$ cat src/rtl/alu_rr_arbiter.sv
// alu_rr_arbiter: shares one combinational ALU between N requesters.
// Requesters are picked round-robin. The granted operands are registered and
// drive the ALU. The ALU result and flags are captured one cycle later. They
// are returned on a valid/ready response channel tagged with the requester index.
// Optional build macro: ALU_ARB_STATS_EN adds saturating response/error counters.
//
// Handshake rules (both channels): a transfer happens on a rising edge where
// valid && ready are both high. req_ready is combinational and one-hot, and is
// only raised in IDLE for a requester that is currently valid. rsp_* holds stable
// while rsp_valid=1 and rsp_ready=0. rsp_ready is ignored while rsp_valid=0.
module alu_rr_arbiter #(
  parameter int W = 8,
  parameter int N = 4
) (
  input  logic                   clk,
  input  logic                   rst,
  input  logic [N-1:0]           req_valid_i,
  input  logic [N*W-1:0]         req_a_i,
  input  logic [N*W-1:0]         req_b_i,
  input  logic [N*4-1:0]         req_op_i,
  output logic [N-1:0]           req_ready_o,
  output logic [W-1:0]           alu_a_o,
  output logic [W-1:0]           alu_b_o,
  output logic [3:0]             alu_op_o,
  input  logic [W-1:0]           alu_o_i,
  input  logic                   alu_of_und_i,
  input  logic                   alu_err_i,
  input  logic                   alu_zero_i,
  output logic                   rsp_valid_o,
  input  logic                   rsp_ready_i,
  output logic [$clog2(N)-1:0]   rsp_id_o,
  output logic [W-1:0]           rsp_o_o,
  output logic [2:0]             rsp_flags_o,
  output logic [1:0]             dbg_state_o
`ifdef ALU_ARB_STATS_EN
  ,
  output logic [15:0]            stat_ops_o,
  output logic [15:0]            stat_errs_o
`endif
);

  localparam int IDW = $clog2(N);

  typedef enum logic [1:0] {
    IDLE = 2'd0,
    EXEC = 2'd1,
    RESP = 2'd2
  } state_t;

  state_t           state_q, state_d;
  logic [IDW-1:0]   rr_ptr_q;
  logic [W-1:0]     a_q, b_q;
  logic [3:0]       op_q;
  logic [IDW-1:0]   id_q;
  logic             rsp_valid_q;
  logic [IDW-1:0]   rsp_id_q;
  logic [W-1:0]     rsp_o_q;
  logic [2:0]       rsp_flags_q;

  logic             grant_found;
  logic [IDW-1:0]   grant_idx;
  logic             accept;
  logic             rsp_hs;

  // Round-robin search: first valid requester at or after rr_ptr, wrapping modulo N.
  always_comb begin
    grant_found = 1'b0;
    grant_idx   = '0;
    for (int i = 0; i < N; i++) begin
      if (!grant_found && req_valid_i[(int'(rr_ptr_q) + i) % N]) begin
        grant_found = 1'b1;
        grant_idx   = IDW'((int'(rr_ptr_q) + i) % N);
      end
    end
  end

  assign accept = (state_q == IDLE) && grant_found;
  assign rsp_hs = rsp_valid_q && rsp_ready_i;

  // One-hot accept strobe, only while idle and out of reset.
  always_comb begin
    req_ready_o = '0;
    if (accept && !rst) req_ready_o[grant_idx] = 1'b1;
  end

  // Next-state logic: IDLE -> EXEC on a grant, EXEC -> RESP always, RESP -> IDLE on handshake.
  always_comb begin
    state_d = state_q;
    case (state_q)
      IDLE:    if (grant_found) state_d = EXEC;
      EXEC:    state_d = RESP;
      RESP:    if (rsp_ready_i) state_d = IDLE;
      default: state_d = IDLE;
    endcase
  end

  // State register.
  always_ff @(posedge clk) begin
    if (rst) state_q <= IDLE;
    else     state_q <= state_d;
  end

  // Operand latch on grant, result capture in EXEC, response release in RESP.
  always_ff @(posedge clk) begin
    if (rst) begin
      rr_ptr_q    <= '0;
      a_q         <= '0;
      b_q         <= '0;
      op_q        <= '0;
      id_q        <= '0;
      rsp_valid_q <= 1'b0;
      rsp_id_q    <= '0;
      rsp_o_q     <= '0;
      rsp_flags_q <= '0;
    end else begin
      if (accept) begin
        a_q      <= req_a_i[int'(grant_idx)*W +: W];
        b_q      <= req_b_i[int'(grant_idx)*W +: W];
        op_q     <= req_op_i[int'(grant_idx)*4 +: 4];
        id_q     <= grant_idx;
        rr_ptr_q <= IDW'((int'(grant_idx) + 1) % N);
      end
      if (state_q == EXEC) begin
        rsp_o_q     <= alu_o_i;
        rsp_flags_q <= {alu_of_und_i, alu_err_i, alu_zero_i};
        rsp_id_q    <= id_q;
        rsp_valid_q <= 1'b1;
      end
      if (state_q == RESP && rsp_ready_i) rsp_valid_q <= 1'b0;
    end
  end

  assign alu_a_o     = a_q;
  assign alu_b_o     = b_q;
  assign alu_op_o    = op_q;
  assign rsp_valid_o = rsp_valid_q;
  assign rsp_id_o    = rsp_id_q;
  assign rsp_o_o     = rsp_o_q;
  assign rsp_flags_o = rsp_flags_q;
  assign dbg_state_o = state_q;

`ifdef ALU_ARB_STATS_EN
  logic [15:0] stat_ops_q, stat_errs_q;

  // Saturating counters of completed responses and of those carrying ERR.
  always_ff @(posedge clk) begin
    if (rst) begin
      stat_ops_q  <= '0;
      stat_errs_q <= '0;
    end else if (rsp_hs) begin
      if (stat_ops_q != 16'hFFFF) stat_ops_q <= stat_ops_q + 16'd1;
      if (rsp_flags_q[1] && stat_errs_q != 16'hFFFF) stat_errs_q <= stat_errs_q + 16'd1;
    end
  end

  assign stat_ops_o  = stat_ops_q;
  assign stat_errs_o = stat_errs_q;
`else
  logic unused_hs;
  assign unused_hs = rsp_hs;
`endif

endmodule

$ cat config.mk
export PLATFORM = sky130hd
export DESIGN_NAME = alu_rr_arbiter
export DESIGN_NICKNAME = d
export VERILOG_FILES = /design/src/rtl/alu_rr_arbiter.sv
export SDC_FILE = /design/constraint.sdc
export NUM_CORES = 1
export LEC_CHECK = 0
export ABC_AREA = 1
export CORE_ASPECT_RATIO = 0.5
export CORE_MARGIN = 2
export CORE_UTILIZATION = 45
export CTS_CLUSTER_DIAMETER = 50
export CTS_CLUSTER_SIZE = 28
export DETAILED_ROUTE_END_ITERATION = 10
export DONT_BUFFER_PORTS = 1
export SETUP_SLACK_MARGIN = 0.15
export SKIP_LAST_GASP = 1
export SYNTH_ARGS = -nofsm -noshare
export SYNTH_HDL_FRONTEND = slang
export SYNTH_SLANG_ARGS = --single-unit
$ cat constraint.sdc
create_clock -name clk -period 1.9 [get_ports clk]
set_input_delay 0.19 -clock clk [delete_from_list [all_inputs] [get_ports clk]]
set_output_delay 0.19 -clock clk [all_outputs]
set_load 0.005 [all_outputs]
==> run metrics, run 1 <==
gr usage total=between 20% and 30%; clock root buffer=clkbuf_16; Cells after Synth=459; Syn Std Cell Area=2650 um2; Site Rows=19; synth unique cells=21; Lkg Pwr=1.94 nW; H-tree depth=2; final non-filler cell total=561; CP Launch Type=flop; DIE AREA=6550 um2; die width=113 um; Setup-failing EPs final=24; Max Root-Sink Buffers=2; initial antenna violation count=0; Pwr Density=2710 nW/um2; share of layout cells above drive strength 1=24.6%; worst endpoint data arrival time=1920 ps; vias in the first global route=2,804; status=finished with violations; core area=5590 um2; Yosys top cell by area=dfxtp_1; CTS Buf Count=5; Hold Path Class=in2reg; Warnings, synthesis=0; CTS tree=done; post-placement cell count=528; #FFs+latches synth=40; Peak VDD IR=0.00191 V; initial DRC count=roughly 320; clock latency on the worst-skew pair=around 290 ps; Mean Syn Cell Area=5.77 um2; Final nets=585; max-slew violations=0; Area growth, synth to finish=37.9%; DRC=0; Fillers=500; # IOs=138; failing checks=negative setup slack; wire length per cell=17.1 um; Worst Hold Depth=1; Initial Util=47.4%; vias per cell=approximately 5.6; Setup crit end kind=primary output; Synth area leaders=dfxtp_1 (30%), nand2_1 (27%), nand4_1 (9.4%); post-route worst setup slack=-213 ps; RSZ-0062 raised after global routing=true; first-pass GRT wire length=14,200 um; post-synthesis sequential area ratio=between 30% and 40%; Multi-input gate area=1760 um2; pre-CTS WS=-76.8 ps; fin crit share=111%; syn_nets=557; WP data required=1710 ps; largest net degree at the start of global routing=25; routed vias=3,127; f_max=473 MHz; Yosys top cell area share=30.2%; area taken by flip-flops and latches=808 um2; total of max-cap violations=0; global route total overflow=0; Hold Fails Final Rpt=0; Crit Path Class=reg2out; diode count=0; Post-Route WL=approximately 9600 um; PortBufs=0; crit path max fanout=7; Final Skew=9.41 ps; drt pass-1 iters=5; Final min period=2110 ps; Die Y=58.3 um; antenna-violating nets left=0; gp weighted congestion=0.856; Sink Count=40; reg2reg path depth=19; max_slew headroom=54.6%; Worst-path clk slew=roughly 70 ps; Detail Placement HPWL=6280 um; worst slew pin tran=680 ps
## cells in the mapped netlist
master    count
nand4_1      40
clkbuf_1      9
nand2_1     191
a21oi_1       3
inv_1        31
nand3_4       2
buf_4         7
buf_2        15
nor2_4        2
nor3_1        2
inv_2         5
nand3b_1      1
o21ai_0      16
a31oi_1       3
nand2_2       3
nor2_1       60
nor2_2        1
nand3_1      25
nand3_2       1
dfxtp_1      40
o21ai_1       2
## state kept, by name, indices dropped and copies added (netlist names)
name,flops
alu_a_o,8
alu_b_o,8
rsp_o_o,8
alu_op_o,4
rsp_valid_o,1
rsp_id_o,2
id_q,2
rr_ptr_q,2
rsp_flags_o,3
dbg_state_o,2
## worst paths after layout
check	start	to	slack [ps]
worst max-delay path	rr_ptr_q[0]$_SDFFE_PP0P_	req_ready_o[3]	-210
worst max register to register	rr_ptr_q[0]$_SDFFE_PP0P_	alu_b_o[5]$_SDFFE_PP0P_	-130
worst min register to register	id_q[0]$_SDFFE_PP0P_	rsp_id_o[0]$_SDFFE_PP0N_	510
worst min-delay path	rsp_ready_i	rsp_valid_o$_SDFFE_PP0N_	20
## timing repair
item | 4_1_cts | 5_1_grt
setup endpoints to repair | 28 | 28
pin swaps | 20 | 5
buffers inserted | 14 | 4
resized for setup | 65 | 32
hold endpoints to repair | 4 | 0
gates cloned | 5 | 1
hold buffers | 1 | 0
## logic make-up after synthesis
kind of cell           after synthesis  synth area share, %
buffers and inverters               67                 11.2
DFF                                 40                 30.2
and+or+nand+nor                    328                 53.9
AOI/OAI and AO/OA                   24                 4.68
## layout by cell type (no fill, tap or decap), drive strengths merged
master         n
nand3         28
nor2          63
nand4         40
nand3b         1
inv           36
buf           49
bufinv         1
clkinv         1
nor3           2
dlygate4sd3    1
o21ai         18
dfxtp         40
nand2        194
a21oi          3
a31oi          3
bufbuf         1
clkbuf         7
## routing by layer
layer  routed length, um  GRT usage, %  vias up  share of wire (%)
met5                   0             0        -                  0
met4                 177          7.32        0                1.8
met3                 977          8.58       18                 10
met2                4170          44.0      163                 44
met1                4250          37.6     1424                 44
li1                    -             -     1522                  -
## critical path: stages, from the launching register on
cell and delay (ps):
dfxtp_4 410, buf_6 130, nand2_2 50, nand2_2 90
nand2_2 60, nand2_2 90, nor2_4 50, nand3_4 100
buf_12 120, nand2_8 60, nor2_4 110, inv_2 60
nor3_2 150, buf_4 130
## through the flow
stage	hold slack, ps	area [um2]	power [mW]	utilization, %	setup TNS (ps)
floorplan	301	2650	5.06	-	0
global placement	262	2830	6.39	50.7	-8.04
detailed placement	263	2830	6.51	50.7	-285
CTS	17.4	3480	9.31	62.2	-1360
global route	21.8	3650	10.7	65.4	-5560
finish	22.2	3650	9.91	65.4	-2350
## area by class of cell
cell class	count	share of cell area, %
multi-input cells	352	48.1
flip-flops and latches	40	22.1
repair buffers	52	18.4
inverters	36	4.04
clock buffers	6	3.80
well taps	73	2.50
clock inverters	2	1.06
## report_power, final
part / internal [mW] / switching, mW / leakage, nW
Clock: 0.658 / 0.361 / 0.0871
Combinational: 3.39 / 4.04 / 1.52
Sequential: 1.18 / 0.294 / 0.333
Note: power is estimated with default switching activity, not from simulation.
==> run 2: changes to the inputs <==
RECOVER_POWER = 100   (was unset)
==> run metrics, run 2 (synthesis gave the netlist of run 1 again) <==
Post-Route WL=between 9000 and 10,000 um; RR Startpoint=rr_ptr_q[0]$_SDFFE_PP0P_; Reg power frac=between 10% and 20%; Hold Path Class=in2reg; post-route worst setup slack=-212 ps; Lkg Pwr=1.94 nW; Site Rows=19; vias in the first global route=2,804; Area growth, synth to finish=37.8%; Hold Fails Final Rpt=0; most frequent cells in the layout=nand2_1 (169), nor2_1 (57), nand4_1 (40); Final Skew=9.28 ps; status=finished with violations; core area=5590 um2; routed vias=3,154; Comb power frac=74.9%; clock root buffer=clkbuf_16; Setup-failing EPs final=24; antenna-violating nets left=0; switching share of power=47.4%; share of power burned in the clock network=10.3%; die width=113 um; total of max-cap violations=0; Crit Path Class=reg2out; Max Root-Sink Buffers=2; Detail Placement HPWL=6280 um; global route total overflow=0; drt pass-1 iters=5; gr usage total=27.8%; commonest non-fill, non-tap cell in the layout=nand2_1; Sink Count=40; Worst-path clk slew=70 ps; RSZ-0062 raised after global routing=true; Final nets=585; FF-to-FF setup slack=-130 ps; worst endpoint data arrival time=1920 ps; Layout Utilization=65.3%; DIE AREA=6550 um2; Power Internal=5.22 mW; Fillers=499; CTS tree=done; max-slew violations=0; worst hold endpoint=rsp_valid_o$_SDFFE_PP0N_; max_slew headroom=between 50% and 60%; Initial Util=47.4%; largest net degree at the start of global routing=25; share of layout cells above drive strength 1=24.4%; final non-filler cell total=roughly 560; WP data required=1710 ps; Critical path origin=rr_ptr_q[0]$_SDFFE_PP0P_; clock latency on the worst-skew pair=290 ps; vias per cell=5.62; reg2reg path depth=19; Setup crit end kind=primary output; Die Y=58.3 um; DRC=0; # IOs=138; PortBufs=0; CTS Buf Count=5; post-placement cell count=528; initial DRC count=327; reg2reg end=alu_b_o[5]$_SDFFE_PP0P_; Pwr Density=~2700 nW/um2; crit path max fanout=7; fin crit share=111%; min-delay src=rsp_ready_i; CP Launch Type=flop; initial antenna violation count=0; worst slew pin tran=roughly 660 ps; Final min period=roughly 2100 ps; diode count=0; Peak VDD IR=approximately 0.0019 V; wire length per cell=approximately 17 um; H-tree depth=2; f_max=473 MHz; first-pass GRT wire length=between 10,000 and 15,000 um; gp weighted congestion=0.856; failing checks=negative setup slack; Worst Hold Depth=1; Net Switching=4.70 mW
[run 2: cell types whose count changed in the layout (fill, tap and decap cells not counted), sizes merged]
cell | previous run | this run
buf | 49 | 48
clkbuf | 7 | 8
[run 2: worst max-delay path: stages (launching register included)]
cell and delay (ps):
dfxtp_4 410, buf_6 130, nand2_2 50, nand2_2 90, nand2_2 60, nand2_2 90
nor2_4 50, nand3_4 100, buf_12 120, nand2_8 60, nor2_4 110, inv_2 60
nor3_2 150, buf_4 130
[run 2: routing by layer]
| metal | vias to the layer above | wire (um) | track usage [%] |
|---|---|---|---|
| li1 | 1524 | - | - |
| met1 | 1439 | 4370 | 37.6 |
| met5 | - | 0 | 0 |
| met2 | 171 | 4150 | 44.0 |
| met4 | 0 | 176 | 7.32 |
| met3 | 20 | 916 | 8.58 |
[run 2: layout make-up]
class | instances | area, um2 | area share [%]
clock inverter | 2 | 38.8 | 1.06
inverter | 36 | 148 | 4.05
clock buffer | 6 | 139 | 3.81
multi-input combinational | 352 | 1760 | 48.2
timing repair buffer | 52 | 667 | 18.3
tap | 73 | 91.3 | 2.50
sequential | 40 | 808 | 22.1
[run 2: per-stage QoR]
step	area, um2	setup slack (ps)	power, mW	hold slack, ps	setup TNS (ps)
after floorplan	2650	205	5.06	301	0
after global placement	2830	-8.04	6.39	262	-8.04
after detailed placement	2830	-76.8	6.51	263	-285
after CTS	3480	-163	9.31	17.4	-1360
final	3650	-212	9.92	23.9	-2360
after global routing	3650	-303	10.7	21.8	-5560
[run 2: worst max path at each step]
stage / end / slack [ps] / cells after the start
3_5_place_dp: alu_op_o[3]$_SDFFE_PP0P_ / -80 / 15
3_3_place_gp: alu_op_o[3]$_SDFFE_PP0P_ / -8 / 14
2_1_floorplan: req_ready_o[2] / 210 / 12
5_1_grt: req_ready_o[2] / -300 / 13
4_1_cts: req_ready_o[0] / -160 / 12
6_report: req_ready_o[3] / -210 / 13
[run 2: power by group through the flow]
stage	Combinational (mW)	Sequential, mW	Clock (mW)
finish	7.43	1.47	1.02
floorplan	3.72	1.35	0
detailed placement	5.06	1.45	0
global route	8.11	1.50	1.06
CTS	6.82	1.46	1.03
global placement	4.94	1.45	0
[run 2: what timing repair did]
action                     4_1_cts  5_1_grt
pin swaps                       20        5
hold endpoints to repair         4        0
hold buffers                     1        0
gates resized for setup         65       32
setup endpoints to repair       28       28
buffers inserted                14        4
gates cloned                     5        1
==> run 3: changes to the inputs <==
CTS_CLUSTER_DIAMETER = unset   (was 50)
GPL_ROUTABILITY_DRIVEN = 0   (was unset)
REMOVE_ABC_BUFFERS = 1   (was unset)
==> run metrics, run 3 (synthesis gave the netlist of run 1 again) <==
Net Switching=approximately 5.5 mW; Final nets=579; Comb power frac=78.1%; DR top layer=met4; DIE AREA=6550 um2; max_slew headroom=between 50% and 60%; commonest non-fill, non-tap cell in the layout=nand2_1; wire length per cell=17.4 um; Peak VDD IR=0.00135 V; initial antenna violation count=0; first-pass GRT wire length=13,100 um; Placed Instance Area=2770 um2; f_max=490 MHz; # IOs=138; Detail Placement HPWL=5120 um; routed vias=3,117; Crit Path Class=reg2out; CP Launch Type=flop; Setup-failing EPs final=23; worst slew pin tran=approximately 600 ps; Sink Count=40; Post-Route WL=9660 um; Reg power frac=a little over an eighth; PortBufs=0; worst endpoint data arrival time=1850 ps; Hold Path Class=in2reg; setup TNS=-1470 ps; crit path max fanout=4; Worst-path clk slew=60 ps; vias in the first global route=2,697; status=finished with violations; area taken by flip-flops and latches=808 um2; wl on met1=3940 um; Final Skew=6.29 ps; WP data required=~1700 ps; antenna-violating nets left=0; share of power burned in the clock network=8.9%; RSZ-0062 raised after global routing=true; most frequent cells in the layout=nand2_1 (110), nor2_1 (57), nand2_2 (45); Setup crit end kind=primary output; Design Area, Final=3980 um2; clock latency on the worst-skew pair=290 ps; Power Internal=roughly 5.6 mW; CTS Buf Count=5; initial DRC count=206; fin crit share=107%; switching share of power=approximately half; Multi-input gate area=2130 um2; Area growth, synth to finish=50.4%; Site Rows=19; share of layout cells above drive strength 1=37.1%; Fillers=around 430; WL met2=4670 um; CTS tree=done; Lkg Pwr=2.07 nW; post-route worst setup slack=-142 ps; Max Root-Sink Buffers=2; Pwr Density=~2800 nW/um2; largest net degree at the start of global routing=41; clock root buffer=clkbuf_16; total of max-cap violations=0; failing checks=negative setup slack; drt pass-1 iters=4; vias per cell=5.62; global route total overflow=0; metal3 WL=940 um; Hold Fails Final Rpt=0; gr usage total=25.2%; DRC=0; die width=113 um; diode count=0; Die Y=58.3 um; max-slew violations=0; core area=around 5600 um2; H-tree depth=2; Initial Util=47.4%; Final min period=approximately 2000 ps
run 3: cell count changes in the layout (fill, tap and decap cells not counted), sizes merged:
cell	before	now
buf	48	40
clkbuf	8	10
bufbuf	1	0
clkinv	1	0
clkinvlp	0	1
inv	36	37
run 3: path summary, 6_finish.rpt:
check                           startpoint                        to  slack (ps)  cells past startpoint
setup reg to reg  rr_ptr_q[0]$_SDFFE_PP0P_   alu_b_o[5]$_SDFFE_PP0P_         -90                     17
setup / recovery  rr_ptr_q[0]$_SDFFE_PP0P_            req_ready_o[1]        -140                     11
hold reg to reg       id_q[1]$_SDFFE_PP0P_  rsp_id_o[1]$_SDFFE_PP0N_         510                      2
hold / removal                 rsp_ready_i  rsp_valid_o$_SDFFE_PP0N_          20                      1
run 3: layer usage:
layer,up-vias,GRT usage (%)
met5,-,0
met4,0,5.40
met3,13,7.53
met2,135,45.5
met1,1457,30.4
li1,1512,-
run 3: repair_timing:
item / CTS / global route
pin swaps: 39 / 57
cloned: 4 / 5
hold buffers: 1 / 0
endpoints found under the hold margin: 3 / 0
setup endpoints to repair: 28 / 28
gates resized for setup: 73 / 115
buffers inserted: 17 / 3
run 3: layout make-up:
| class | count | area share [%] |
|---|---|---|
| flip-flops and latches | 40 | 20.3 |
| clock buffers | 5 | 3.14 |
| inverters | 36 | 3.83 |
| multi-input cells | 352 | 53.6 |
| repair buffers | 46 | 15.7 |
| clock inverters | 3 | 1.16 |
| well taps | 73 | 2.29 |
run 3: power groups by stage:
stage / Sequential [mW] / Clock (mW) / Combinational (mW)
6_report: 1.45 / 0.996 / 8.70
5_1_grt: 1.48 / 1.05 / 9.40
4_1_cts: 1.44 / 1.00 / 6.75
3_5_place_dp: 1.44 / 0 / 4.81
3_3_place_gp: 1.44 / 0 / 4.65
2_1_floorplan: 1.37 / 0 / 3.25
run 3: critical path: stages, from the launching register on:
cell and delay [ps]:
dfxtp_4 370, buf_6 130, nand2_2 70, nand2_4 70
nand2_4 70, nand2_4 70, a31oi_4 190, nand2_2 80
nor2_4 180, buf_6 150, nand2_4 60, nor2_4 120
run 3: through the flow:
step | hold slack [ps] | total power, mW | setup slack (ps) | instances | util (%)
CTS | 7.13 | 9.20 | -146 | 547 | 61.5
global placement | 261 | 6.09 | 68.9 | 517 | 49.7
finish | 18.4 | 11.1 | -142 | 555 | 71.3
floorplan | 259 | 4.62 | -450 | 428 | -
detailed placement | 264 | 6.25 | 26.7 | 517 | 49.7
global route | 2.06 | 11.9 | -204 | 555 | 71.3
